--- config.mk ---
export PLATFORM = sky130hd
export DESIGN_NAME = qspi_slave_rx
export DESIGN_NICKNAME = d
export VERILOG_FILES = /design/src/rtl/qspi_slave_rx.sv
export SDC_FILE = /design/constraint.sdc
export NUM_CORES = 1
export LEC_CHECK = 0
export BUFFER_PORTS_ARGS = -buffer_cell sky130_fd_sc_hd__buf_2
export CAP_MARGIN = 20
export CORE_ASPECT_RATIO = 0.6
export CORE_MARGIN = 2
export CORE_UTILIZATION = 48
export DETAILED_ROUTE_END_ITERATION = 8
export GPL_ROUTABILITY_DRIVEN = 0
export PLACE_DENSITY_LB_ADDON = 0.08
export SYNTH_ARGS = -nofsm -noshare
export SYNTH_HDL_FRONTEND = slang
export SYNTH_SLANG_ARGS = --single-unit
--- constraint.sdc ---
create_clock -name io_mainClk -period 2.3 [get_ports io_mainClk]
set_input_delay 0.115 -clock io_mainClk [delete_from_list [all_inputs] [get_ports io_mainClk]]
set_output_delay 0.115 -clock io_mainClk [all_outputs]
set_load 0.005 [all_outputs]
--- src/rtl/qspi_slave_rx.sv ---
// Receive-only QSPI slave: oversampled QSS/QCK/QD, nibble-to-byte assembly (high nibble first),
// byte FIFO with valid/ready read side and frame status.
module qspi_slave_rx #(
  parameter int FIFO_DEPTH  = 16,
  parameter int SYNC_STAGES = 2
) (
  input  logic                          io_mainClk,
  input  logic                          io_resetn,
  input  logic                          io_qss,
  input  logic                          io_qck,
  input  logic [3:0]                    io_qd,
  output logic                          io_rsp_valid,
  input  logic                          io_rsp_ready,
  output logic [7:0]                    io_rsp_payload_data,
  output logic                          io_rsp_payload_first,
  output logic                          io_frameActive,
  output logic                          io_frameDone,
  output logic                          io_frameError,
  output logic                          io_overflow,
  input  logic                          io_overflowClear,
  output logic [15:0]                   io_byteCount,
  output logic [$clog2(FIFO_DEPTH):0]   io_occupancy
);
  localparam int AW = $clog2(FIFO_DEPTH);

  typedef struct packed {
    logic       first;
    logic [7:0] data;
  } entry_t;

  typedef enum logic [1:0] {IDLE, HI, LO} state_t;

  // All three line groups share one chain so synced data stays aligned with synced clock.
  logic [SYNC_STAGES-1:0][5:0] sync_q;
  logic qss_s, qck_s, qss_prev, qck_prev;
  logic [3:0] qd_s;
  logic qck_rise, qss_fall, qss_rise;

  always_ff @(posedge io_mainClk) begin
    if (!io_resetn) begin
      sync_q   <= '0;
      qss_prev <= 1'b0;
      qck_prev <= 1'b0;
    end else begin
      sync_q   <= {sync_q[SYNC_STAGES-2:0], {io_qss, io_qck, io_qd}};
      qss_prev <= qss_s;
      qck_prev <= qck_s;
    end
  end

  assign qss_s    = sync_q[SYNC_STAGES-1][5];
  assign qck_s    = sync_q[SYNC_STAGES-1][4];
  assign qd_s     = sync_q[SYNC_STAGES-1][3:0];
  assign qck_rise = qck_s & ~qck_prev;
  assign qss_fall = ~qss_s & qss_prev;
  assign qss_rise = qss_s & ~qss_prev;

  state_t state_q, state_d;
  logic push, frame_start, done, err;

  always_ff @(posedge io_mainClk) begin
    if (!io_resetn) state_q <= IDLE;
    else            state_q <= state_d;
  end

  // qssRise is tested first so a coincident QCK edge is dropped.
  always_comb begin
    state_d     = state_q;
    push        = 1'b0;
    frame_start = 1'b0;
    done        = 1'b0;
    err         = 1'b0;
    unique case (state_q)
      IDLE: if (qss_fall) begin
        state_d     = HI;
        frame_start = 1'b1;
      end
      HI: if (qss_rise) begin
        state_d = IDLE;
        done    = 1'b1;
      end else if (qck_rise) begin
        state_d = LO;
      end
      LO: if (qss_rise) begin
        state_d = IDLE;
        done    = 1'b1;
        err     = 1'b1;
      end else if (qck_rise) begin
        state_d = HI;
        push    = 1'b1;
      end
      default: state_d = IDLE;
    endcase
  end

  logic [3:0] hi_nib;
  logic       first_pending;

  always_ff @(posedge io_mainClk) begin
    if (!io_resetn) begin
      hi_nib        <= '0;
      first_pending <= 1'b0;
      io_byteCount  <= '0;
    end else begin
      if (state_q == HI && qck_rise && !qss_rise) hi_nib <= qd_s;
      if (frame_start)   first_pending <= 1'b1;
      else if (push)     first_pending <= 1'b0;
      if (frame_start)   io_byteCount <= '0;
      else if (push && io_byteCount != 16'hFFFF) io_byteCount <= io_byteCount + 16'd1;
    end
  end

  entry_t            mem [FIFO_DEPTH];
  entry_t            head;
  logic [AW-1:0]     wr_ptr, rd_ptr;
  logic [AW:0]       count;
  logic              full, pop, wr_en;

  assign full  = (count == (AW+1)'(FIFO_DEPTH));
  assign pop   = io_rsp_valid & io_rsp_ready;
  assign wr_en = push & (~full | pop);

  always_ff @(posedge io_mainClk) begin
    if (wr_en) mem[wr_ptr] <= '{first: first_pending, data: {hi_nib, qd_s}};
  end

  always_ff @(posedge io_mainClk) begin
    if (!io_resetn) begin
      wr_ptr      <= '0;
      rd_ptr      <= '0;
      count       <= '0;
      io_overflow <= 1'b0;
    end else begin
      if (wr_en) wr_ptr <= wr_ptr + 1'b1;
      if (pop)   rd_ptr <= rd_ptr + 1'b1;
      unique case ({wr_en, pop})
        2'b10:   count <= count + 1'b1;
        2'b01:   count <= count - 1'b1;
        default: count <= count;
      endcase
      if (push && full && !pop)  io_overflow <= 1'b1;
      else if (io_overflowClear) io_overflow <= 1'b0;
    end
  end

  // Head is masked while empty so stale or uninitialised storage never leaks out.
  assign head                 = mem[rd_ptr];
  assign io_rsp_valid         = (count != '0);
  assign io_rsp_payload_data  = io_rsp_valid ? head.data  : 8'h00;
  assign io_rsp_payload_first = io_rsp_valid ? head.first : 1'b0;
  assign io_occupancy         = count;
  assign io_frameActive       = (state_q != IDLE);
  assign io_frameDone         = done;
  assign io_frameError        = err;
endmodule

==> results.toml <==
[status]
status = "finished, final reports clean"

[synthesis]
synth_area_sq_um = 8010
ys_seq_elements = 199
postSynthCellCount = 498
synthDistinctLibCells = 45
syn_area_per_cell_sq_um = 16.1
ys_warn_count = 0
synth_area_leaders = "edfxtp_1 (54%), dfxtp_1 (14%), mux4_2 (10%)"
syn_nets = 519
synth_top_area_frac = 0.540
synth_top_cell_by_area = "edfxtp_1"
ys_seq_area_frac = 0.678

[critical_path]
cp_data_required_time_ns = 2.62
crit_type = "register to register"
crit_end = "io_occupancy[4]$_SDFFE_PN0P_"
cpLargestDelayFamily = "simple AND/OR/NAND/NOR gates"
path_max_fanout = 4
cp-start-kind = "register"
ff2ff_path_depth = 9
critical-path-slowest-cell = "or4_4"
worst_ep_arrival_time_ns = 2.61
crit_path_start = "io_occupancy[3]$_SDFFE_PN0P_"
crit_buf_inv = 0
path_cells = "or4_4, o21ai_4, nor2_4, xor2_1, ha_2, nor4_4, nand3_1, and3_1, o21a_1"
cp.depth = 9
worstReg2RegStart = "io_occupancy[3]$_SDFFE_PN0P_"
critPathMaxStageDelay_ns = 0.58
worstSetupEndpointType = "register"
reg2reg_slack_ns = 0.01
crit-reg2reg-capture = "io_occupancy[4]$_SDFFE_PN0P_"

[min_path]
hp-start = "io_overflowClear"
min_path_type = "primary input to register"

[grt]
grt_pass1_wl_mm = 25.7
grt_pass1_vias = 4376
grt_max_degree = 40
grt_use_total = 0.197
antenna_found_initial = 0
grt_remaining_overflow = 0

[power]
intPower_mw = 6.32
pwr-share-seq = 0.456
clockPowerShare = 0.328
p_per_area_nw_per_um2 = 931
ir_drop_uv = 479
finalPower_mw = 8.71
netSwitchingFraction = 0.275
p_sw_mw = 2.39
p_leak_nw = 3.25
pwr-share-comb = 0.215

[sta]
skew_ns = 0.0104
max_slew_margin = 0.525
max_clock_freq_mhz = 437
hold_viol_final = 0
setup_viol = 0
rsz0062_at_grt = "yes"
finalMaxSlewViolations = 0
setup_ws_ns = 0.0104
worst_pin_slew_ns = 0.711
period_minus_slack_ns = 2.29
period_share = 0.995

[route]
wire_per_inst_um = 21.0
final_antenna_net_count = 0
avgViaCountPerCell = 5.49
drt_first_pass_iters = 6
routed_wl_mm = 16.9
drt-initial-drc-count = 457
drc = 0
vias = 4439

[cells_and_area]
fin_nets = 588
areaGrowthSynthToFinish_pct = 16.8
final_common_cell = "edfxtp_1"
most-common-layout-cells = "edfxtp_1 (144), dfxtp_1 (53), buf_2 (44)"
drive_gt1_frac = 0.274
final_area_sq_um = 9350
antennaDiodeCount = 0

[cts]
htree_levels = 4
clk-insertion-delay-late_ns = 0.42
cts_tree = "done"
cts.clk_slew.worst_paths_ns = 0.07
cts_sinks = 199
root_buffer = "clkbuf_16"
cts.path.max_buffers = 2
numCtsBuffers = 17

[floorplan]
die_h_um = 104
start_util = 0.492
io_pins = 45
num_rows = 36
core_sq_um = 16300
fp.dieArea_sq_um = 17800
die_x_um = 171

[placement]
place_area_sq_um = 8580
hpwlAfterDp_mm = 11.0
numPortBuffers = 44
pre_cts_ws_ns = 0.0328

[job]
maxCapViolCount = 0
worst min path at each step:
stage | slack (ns) | endpoint | cells past startpoint
2_1_floorplan | 0.24 | sync_q[0]$_SDFF_PN0_ | 1
3_3_place_gp | 0.32 | sync_q[0]$_SDFF_PN0_ | 2
3_5_place_dp | 0.32 | sync_q[1]$_SDFF_PN0_ | 2
4_1_cts | 0.03 | io_overflow$_SDFFE_PN0P_ | 3
5_1_grt | 0.04 | io_overflow$_SDFFE_PN0P_ | 3
6_report | 0.05 | io_overflow$_SDFFE_PN0P_ | 3
flip-flops by register name, summed over array words and instances, names as in the netlist, named ones only:
name / flops
qss_s: 1
wr_ptr: 4
hi_nib: 4
qck_prev: 1
first_pending: 1
io_byteCount: 16
mem: 144
qd_s: 4
qck_s: 1
io_overflow: 1
sync_q: 6
state_q: 2
qss_prev: 1
rd_ptr: 4
io_occupancy: 5
metrics by stage:
| stage | util | hold WS (ns) | TNS [ns] | cells |
|---|---|---|---|---|
| after global placement | 0.528 | 0.320 | 0 | 764 |
| final | 0.575 | 0.0479 | 0 | 808 |
| after CTS | 0.569 | 0.0306 | 0 | 803 |
| after global routing | 0.575 | 0.0362 | -0.0838 | 808 |
| after floorplan | - | 0.242 | -0.0803 | 498 |
| after detailed placement | 0.528 | 0.323 | 0 | 764 |
power groups by stage:
stage / clock, mW / sequential (mW) / combinational [mW]
floorplan: 0 / 4.04 / 1.05
global placement: 0 / 4.03 / 1.57
detailed placement: 0 / 4.04 / 1.59
CTS: 2.90 / 3.96 / 1.66
global route: 3.05 / 3.99 / 2.03
finish: 2.86 / 3.97 / 1.87
cell families after synthesis:
group	after synthesis	synth area share
flip-flops	199	0.678
AND/OR/NAND/NOR	139	0.103
multiplexers	62	0.134
AO/OA/AOI/OAI	37	0.0309
buffers and inverters	32	0.0175
XOR/XNOR	18	0.0197
adder cells (fa/ha/maj)	11	0.0172
worst min-delay path: stages:
cell,delay [ns]
buf_2,0.10
o22ai_1,0.07
and2_1,0.15
per-layer routing:
layer	part of all wire	global-route usage	vias up
li1	-	-	2054
met1	0.52	0.316	2266
met2	0.42	0.268	111
met3	0.056	0.0479	8
met4	0.0049	0.0464	0
met5	0	0	-
cells in the mapped netlist (all sizes together):
library cell  count
nor4              3
or3               4
a21boi            5
a21oi             8
nand4             7
a41oi             1
o21a              2
ha               11
nand4b            2
nor4b             3
and2             38
edfxtp          144
clkbuf           13
nor3b             1
a211oi            5
buf              11
xnor2            10
o21ai             3
nor2             17
or2               1
mux4             36
nor3              4
nor2b             9
inv               8
or3b              1
a22oi             1
nand3            12
and3              7
o22ai            10
nand2            17
dfxtp            55
or4               1
o21bai            1
a32oi             1
and4              8
xor2              8
nand2b            4
mux2i            26
repair_timing:
item,4_1_cts,5_1_grt
hold endpoints to repair,6,0
buffers inserted,0,3
hold buffers,6,0
pin swaps,0,5
setup endpoints to repair,9,82
gates cloned,1,2
resized for setup,2,21
final cells by class:
class,count,area [sq um]
Tap cell,228,285
Timing Repair Buffer,74,534
Clock inverter,14,134
Inverter,8,30.0
Sequential cell,199,5430
Clock buffer,18,439
Multi-Input combinational cell,267,2500
Fill cell,1260,6910
Power figures use the tool's default switching activity.
